--- src/rtl/serial_rx_rb2.sv ---
// serial_rx_rb2
// Receives 21-bit serial column frames (3-bit column address, then 18 data
// bits d[17]..d[0]) into an 18x8 bit-matrix buffer. Once all eight columns
// have been received, the buffer is written out as 18 bytes over the RB2
// write port, followed by a one-cycle done pulse.
//
// Ports
//   clk    : clock, rising-edge active
//   rst    : asynchronous active-low reset
//   sen    : serial enable, active-low (low marks frame bits)
//   sd     : serial data, sampled while sen=0
//   RB2_RW : 1 = read/idle, 0 = write
//   RB2_A  : RB2 word address (0..17)
//   RB2_D  : RB2 write data
//   done   : one-cycle pulse after the 18-word write-out
//   err    : sticky dropped/truncated-frame flag, cleared only by reset
module serial_rx_rb2 (
    input  logic       clk,
    input  logic       rst,
    input  logic       sen,
    input  logic       sd,
    output logic       RB2_RW,
    output logic [4:0] RB2_A,
    output logic [7:0] RB2_D,
    output logic       done,
    output logic       err
);

    typedef enum logic [2:0] {
        S_IDLE  = 3'd0,
        S_ADDR  = 3'd1,
        S_DATA  = 3'd2,
        S_WRITE = 3'd3,
        S_DONE  = 3'd4
    } state_t;

    state_t      state_q, state_d;
    logic [4:0]  cnt_q, cnt_d;
    logic [2:0]  addr_q, addr_d;
    logic [7:0]  mask_q, mask_d;
    logic        armed_q, armed_d;
    logic        err_q, err_d;
    logic [7:0]  buf_q [0:17];
    logic        buf_we_s;
    logic [7:0]  mask_set_s;
    logic [7:0]  row_s;

    logic        rw_q, rw_d;
    logic [4:0]  a_q, a_d;
    logic [7:0]  d_q, d_d;
    logic        done_q, done_d;

    assign mask_set_s = mask_q | (8'd1 << addr_q);

    // Next-state logic for the frame receiver and write-out sequencer.
    // armed_q records that sen has been seen high since the last frame start
    // (or reset); a frame may only start while armed. Low bits arriving while
    // unarmed are the tail of an already-finished frame and are ignored
    // silently, whereas a new frame starting during WRITE/DONE is dropped
    // and flagged.
    always_comb begin
        state_d  = state_q;
        cnt_d    = cnt_q;
        addr_d   = addr_q;
        mask_d   = mask_q;
        armed_d  = sen ? 1'b1 : armed_q;
        err_d    = err_q;
        buf_we_s = 1'b0;
        case (state_q)
            S_IDLE: begin
                cnt_d = 5'd0;
                if (!sen && armed_q) begin
                    state_d = S_ADDR;
                    addr_d  = {sd, 2'b00};
                    cnt_d   = 5'd1;
                    armed_d = 1'b0;
                end else begin
                    state_d = S_IDLE;
                end
            end
            S_ADDR: begin
                if (sen) begin
                    state_d = S_IDLE;
                    err_d   = 1'b1;
                    cnt_d   = 5'd0;
                end else if (cnt_q == 5'd1) begin
                    addr_d = {addr_q[2], sd, 1'b0};
                    cnt_d  = 5'd2;
                end else begin
                    addr_d  = {addr_q[2:1], sd};
                    cnt_d   = 5'd17;
                    state_d = S_DATA;
                end
            end
            S_DATA: begin
                if (sen) begin
                    state_d = S_IDLE;
                    err_d   = 1'b1;
                    cnt_d   = 5'd0;
                end else begin
                    buf_we_s = 1'b1;
                    if (cnt_q == 5'd0) begin
                        mask_d = mask_set_s;
                        cnt_d  = 5'd0;
                        if (mask_set_s == 8'hFF) begin
                            state_d = S_WRITE;
                        end else begin
                            state_d = S_IDLE;
                        end
                    end else begin
                        cnt_d = cnt_q - 5'd1;
                    end
                end
            end
            S_WRITE: begin
                if (cnt_q == 5'd17) begin
                    state_d = S_DONE;
                    mask_d  = 8'd0;
                    cnt_d   = 5'd0;
                end else begin
                    cnt_d = cnt_q + 5'd1;
                end
                if (!sen && armed_q) begin
                    err_d   = 1'b1;
                    armed_d = 1'b0;
                end else begin
                    err_d = err_q;
                end
            end
            S_DONE: begin
                state_d = S_IDLE;
                cnt_d   = 5'd0;
                if (!sen && armed_q) begin
                    err_d   = 1'b1;
                    armed_d = 1'b0;
                end else begin
                    err_d = err_q;
                end
            end
            default: begin
                state_d = S_IDLE;
                cnt_d   = 5'd0;
            end
        endcase
    end

    // Registered-output next values, derived from the next state so the first
    // write appears right after the edge that completes the mask. Row 0 may
    // be written on that same edge, hence the bypass of the incoming bit.
    always_comb begin
        row_s = buf_q[cnt_d];
        if (buf_we_s && (cnt_d == cnt_q)) begin
            row_s[3'd7 - addr_q] = sd;
        end else begin
            row_s = buf_q[cnt_d];
        end
        if (state_d == S_WRITE) begin
            rw_d = 1'b0;
            a_d  = cnt_d;
            d_d  = row_s;
        end else begin
            rw_d = 1'b1;
            a_d  = 5'd0;
            d_d  = 8'd0;
        end
        done_d = (state_d == S_DONE);
    end

    // Control state and output registers.
    always_ff @(posedge clk or negedge rst) begin
        if (!rst) begin
            state_q <= S_IDLE;
            cnt_q   <= 5'd0;
            addr_q  <= 3'd0;
            mask_q  <= 8'd0;
            armed_q <= 1'b0;
            err_q   <= 1'b0;
            rw_q    <= 1'b1;
            a_q     <= 5'd0;
            d_q     <= 8'd0;
            done_q  <= 1'b0;
        end else begin
            state_q <= state_d;
            cnt_q   <= cnt_d;
            addr_q  <= addr_d;
            mask_q  <= mask_d;
            armed_q <= armed_d;
            err_q   <= err_d;
            rw_q    <= rw_d;
            a_q     <= a_d;
            d_q     <= d_d;
            done_q  <= done_d;
        end
    end

    // Column buffer: data bit d[k] of column c lands in buf[k][7-c].
    always_ff @(posedge clk) begin
        if (buf_we_s) begin
            buf_q[cnt_q][3'd7 - addr_q] <= sd;
        end
    end

    assign RB2_RW = rw_q;
    assign RB2_A  = a_q;
    assign RB2_D  = d_q;
    assign done   = done_q;
    assign err    = err_q;

endmodule

--- config.mk ---
export PLATFORM = sky130hd
export DESIGN_NAME = serial_rx_rb2
export DESIGN_NICKNAME = d
export VERILOG_FILES = /design/src/rtl/serial_rx_rb2.sv
export SDC_FILE = /design/constraint.sdc
export NUM_CORES = 1
export LEC_CHECK = 0
export ABC_CLOCK_PERIOD_IN_PS = 3600
export CORE_MARGIN = 1
export CORE_UTILIZATION = 62
export DETAILED_ROUTE_END_ITERATION = 16
export PLACE_DENSITY = 0.86
export SLEW_MARGIN = 20
export SYNTH_ARGS = -nofsm -noshare
export SYNTH_HDL_FRONTEND = slang
export SYNTH_SLANG_ARGS = --single-unit
--- constraint.sdc ---
create_clock -name clk -period 3.6 [get_ports clk]
set_clock_uncertainty 0.05 [all_clocks]
set_input_delay 0.72 -clock clk [delete_from_list [all_inputs] [get_ports clk]]
set_output_delay 0.72 -clock clk [all_outputs]
set_load 0.02 [all_outputs]
# --- Yosys cells after proc, flatten, opt, wreduce, memory -nomap -nowiden ---
# Memories as Yosys holds them, arrays and structs flattened.
# Cells that the tools add are included.
# Widths: inputs -> output; s select.
word_totals:
  reg_bits: 36
  ramBits: 144
  input_bits: 4
  out_inout_bits: 16
  wordCells: 96
  n_memories: 1
mem_list:
  columns: ["name", "words", "width", "rd", "rd_ports_with_merged_regs", "wr", "line_no", "text"]
  rows:
  - ["buf_q", 18, 8, 1, 0, 1, "43", "logic [7:0] buf_q [0:17];"]
op_classes:
  add_sub_neg: 3
  magnitude_cmp: 2
  eq_ne: 18
  n_shift: 1
  mux: 40
  n_bitwise: 2
  reduce_logical: 17
ops:
  columns: ["cell", "count"]
  rows:
  - ["$mux 8", 6]
  - ["$mux 5", 6]
  - ["$pmux 5 s4", 1]
  - ["$mux 3", 6]
  - ["$pmux 8 s2", 1]
  - ["$mux 1", 12]
  - ["$ne 2x2->1 const B", 6]
  - ["$pmux 3 s4", 1]
  - ["$eq 3x2->1 const B", 3]
  - ["$reduce_and 3->1", 3]
  - ["$bwmux 8", 1]
  - ["$eq 8x8->1 const B", 1]
  - ["$or 8x8->8", 1]
  - ["$reduce_and 4->1", 2]
  - ["$shl 1x3->8 const A", 1]
  - ["$eq 3x3->1 const B", 2]
  - ["$mux 2", 3]
  - ["$pmux 3 s2", 1]
  - ["$reduce_bool 2->1", 3]
  - ["$add 5x1->5 const B", 1]
  - ["$eq 5x1->1 const B", 1]
  - ["$eq 5x5->1", 1]
  - ["$eq 5x5->1 const B", 1]
  - ["$logic_not 5->1", 1]
  - ["14 further kinds", 18]

# --- Logic depth before layout (Yosys ltp) ---
logic_depth:
  word_depth: 9
  mapped_depth: 13
  depth_no_buf: 11

# --- Least setup slack after synthesis ---
# Ideal clock, no wire load.
synth_timing:
  path_type: "register -> register"
  from: "register cnt_q[0]"
  to: "register d_q[6] (netlist: RB2_D[6])"
  setup_time_ns: 0.123
  arrival_time_ns: 2.626
  t_required_ns: 3.427
  setup_slack_ns: 0.800
  path_stages_with_launch: 13
  path_buffers: 3
  synth_period_minus_slack_ns: 2.800
  path_cell_list: "dfrtp_1 clkbuf_1 inv_1 ha_1 or4b_1 a32oi_1 and2_4 buf_2 buf_2 nand3_1 a31oi_1 o41a_1 a21oi_1"
synth_between:
  elab_chain_cells: 8
  word_cells_on_any_way: 24
  classes_between: "add/sub: 2; eq/ne: 4; mux: 15; reduce/logical: 2; memory: 1"
synth_rtl:
  columns: ["item", "line_no", "text"]
  rows:
  - ["start, declared", "38", "logic [4:0] cnt_q, cnt_d;"]
  - ["start signal, assigned", "184", "cnt_q <= cnt_d;"]
  - ["$sub 5x1->5, or another cell as far along", "111", "cnt_d = cnt_q - 5'd1;"]
  - ["$mux 5 (on tied branches)", "102, 86", null]
  - ["$mux 5 (on tied branches)", "96, 82", null]
  - ["$pmux 5 s4", "69", "case (state_q)"]
  - ["$mem_v2 18x8 / $eq 5x5->1 (equally long branches)", null, null]
  - ["$bwmux 8 / $logic_and 1x1->1 (equally long branches)", "153, 152", null]
  - ["$mux 8", "152", "if (buf_we_s && (cnt_d == cnt_q)) begin"]
  - ["$mux 8 (*)", "157", "if (state_d == S_WRITE) begin"]
  - ["net d_d[6]", "50", "logic [7:0] d_q, d_d;"]
  - ["end signal, assigned", "180", "d_q <= 8'd0;"]
  - ["end signal, assigned", "191", "d_q <= d_d;"]
  - ["end, declared", "50", null]
# Mark *: on every way through the listed nets, which the timed path passes. The rest lies on a longest branch.
# A chain may end at the register's enable or synchronous reset.

# --- Worst setup path after layout ---
layout_timing:
  from: "register cnt_q[1]"
  to: "register d_q[6] (netlist: RB2_D[6])"
# Same word-level chain as after synthesis.

==> flow_summary.yaml <==
placement:
  gp_congestion: 0.991
  port_buffers: 19
  placedCellCount: 911
  hpwl_mm: 13.4
synth:
  ys_async_sr_fraction_pct: 20.0
  syn_area_mm2: 0.00819
  synth_cells: 748
  yosysTopAreaCell: "edfxtp_1"
  synth_nets: 757
  ys.flop_type: "edfxtp_1"
  synth_seq_area_share_pct: 63.8
  postSynthAreaPerCell_um2: 10.9
  netlist.area_leader.share_pct: 52.8
  yosys_register_bits: 180
  synth-edff-count: 144
  ys_warn_count: 0
  synth.distinct_cells: 66
  yosys-top-cells-area: "edfxtp_1, dfrtp_1, nor2_1, nand2_1, nand3_1"
timing:
  max_freq_ghz: 0.293
  whs_ns: 0.328
  finalCriticalPeriod_ns: 3.41
  max_slew_margin_pct: 36.5
  post-route-period-util_pct: 94.7
  maxSlewViolCount: 0
  tightest_slew_ns: 0.951
  setup_viol: 0
  rsz0062_at_grt: "no"
  hold_viol: 0
  final.setup.tns_ns: 0
floorplanning:
  core_mm2: 0.0128
  die_area_mm2: 0.0137
  die_w_um: 117
  rows: 41
  die_h_um: 117
  top_level_ports: 20
  start_util_pct: 64.1
min_path:
  hp-class: "in2async"
cells_and_area:
  layout_commonest_cell: "nor2_1"
  multi_input_area_mm2: 0.00269
  final_cells: 943
  final_cell_mix: "nor2_1, edfxtp_1, nand2_1"
  fillCellCount: 831
  syn2layout_area_growth_pct: 12.1
  ff_latch_area_mm2: 0.00523
  diodes: 0
  fin_util_pct: 71.9
  layout.nets: 767
  drive_above_1_share_pct: 9.73
clocking:
  cts_made_buffers: 17
  root_buffer: "clkbuf_16"
  cts_tree: "done"
  cts.path.max_buffers: 2
  cts_max_level: 4
  cts.sinks: 180
  cts_setup_buffers: 0
  clkLatencyLatePin_ns: 0.44
  path_clk_slew_ns: 0.07
grt:
  grt_usage_pct: 33.3
  met1_usage_pct: 41.9
  grt_util_met2_pct: 52.3
  grt_busiest_layer: "met2"
  first_global_vias: 5902
  grt_pass1_wl_mm: 32.2
  grt_overflow: 0
  gr-usage-met3_pct: 10.9
  grt_start_max_net_pins: 78
  antenna_found_initial: 0
job:
  maxCapViolations: 0
outcome:
  status: "finished clean"
power_and_ir_drop:
  max-vdd-ir-drop_v: 0.000438
  p_leak_nw: 3.08
  p_total_w: 0.00614
  cellPowerDensity_mw_per_mm2: 668
worst_setup_path:
  worstSetupEndpointType: "flip-flop"
  worstPathRequired_ns: 3.91
  crit_fanout: 19
  cp_num_buf_inv: 2
  worstSetupPathType: "reg2reg"
  cp_data_arrival_time_ns: 3.72
  worstPathCellList: "inv_1, ha_1, or4b_4, a41oi_2, o21ai_4, nand2_2, buf_4, nand2_1, and3_4, o41a_1, a21oi_1"
  crit_family: "compound AO/OA/AOI/OAI gates"
  crit_slowest_cell: "or4b_4"
  startpoint_type: "flip-flop"
  worst_path_largest_cell_delay_ns: 0.60
routing:
  wire_per_inst_um: 22.2
  vias_per_cell: 6.64
  drc: 0
  detail-route-antenna-nets: 0
  num_vias: 6257
  drt_wl_total_mm: 20.9
  drtIter0Drc: 935
  dr.pass1.iters: 6
[report_power, final]
| group | total, W | internal, W | switching [W] |
|---|---|---|---|
| clock network | 0.00196 | 0.00117 | 0.000798 |
| logic | 0.00170 | 0.000562 | 0.00114 |
| registers | 0.00247 | 0.00233 | 0.000144 |
| total | 0.00614 | 0.00405 | 0.00208 |
[flip-flops by register name (all words and copies together), names as in the netlist, 3 cells and up]
| name | count |
|---|---|
| state_q | 3 |
| addr_q | 3 |
| RB2_A | 5 |
| RB2_D | 8 |
| buf_q | 144 |
| cnt_q | 5 |
| mask_q | 8 |
[metrics by stage]
step | area [um^2] | worst slack, ns
2_1_floorplan | 8190 | 0.800
3_3_place_gp | 8550 | 0.150
3_5_place_dp | 8550 | 0.134
4_1_cts | 9180 | 0.208
5_1_grt | 9190 | 0.0890
6_report | 9190 | 0.190
[area by class of cell]
type | count | area share [%]
clock inverter | 15 | 2.21
sequential | 180 | 56.9
tap | 172 | 2.34
clock buffer | 17 | 4.63
timing repair buffer | 41 | 4.06
multi-input combinational | 505 | 29.3
inverter | 13 | 0.531
[routing by layer]
| layer | routed length [um] | part of all wire (%) | up-vias |
|---|---|---|---|
| li1 | - | - | 2708 |
| met1 | 7560 | 36 | 3010 |
| met2 | 10000 | 48 | 464 |
| met3 | 2520 | 12 | 75 |
| met4 | 830 | 4.0 | 0 |
| met5 | 0 | 0 | - |
[Yosys cell counts (all sizes together) (8+ instances only)]
| library cell | count |
|---|---|
| nor2 | 175 |
| edfxtp | 144 |
| nand2 | 94 |
| nand3 | 36 |
| dfrtp | 35 |
| o21ai | 27 |
| buf | 26 |
| clkbuf | 24 |
| a31oi | 23 |
| a21oi | 22 |
| a221oi | 15 |
| inv | 11 |
| mux2i | 11 |
| o22ai | 10 |
| nor2b | 9 |
| a221o | 8 |
[path summary, 6_finish.rpt]
path,from,endpoint,slack (ns),cells past startpoint
max,cnt_q[1],RB2_D[6],0.19,11
max in group asynchronous,rst,cnt_q[1],2.66,1
min in group clk,err,err,0.44,2
min reg2reg,err,err,0.44,2
max reg2reg,cnt_q[1],RB2_D[6],0.19,11
min,rst,mask_q[6],0.33,1
[timing repair]
item	in CTS	in global routing
hold buffers	0	0
gates resized for setup	0	2
endpoints found under the setup margin	0	8
[cell families after synthesis]
group	count (synthesis)	share of synthesized area [%]
AO/OA/AOI/OAI	127	10.6
XOR/XNOR	4	0.428
adder cells (fa/ha/maj)	5	0.764
buffers and inverters	63	3.50
flip-flops	180	63.8
multiplexers	12	1.48
AND/OR/NAND/NOR	357	19.4
No activity file was read; power rests on OpenSTA's default activity.
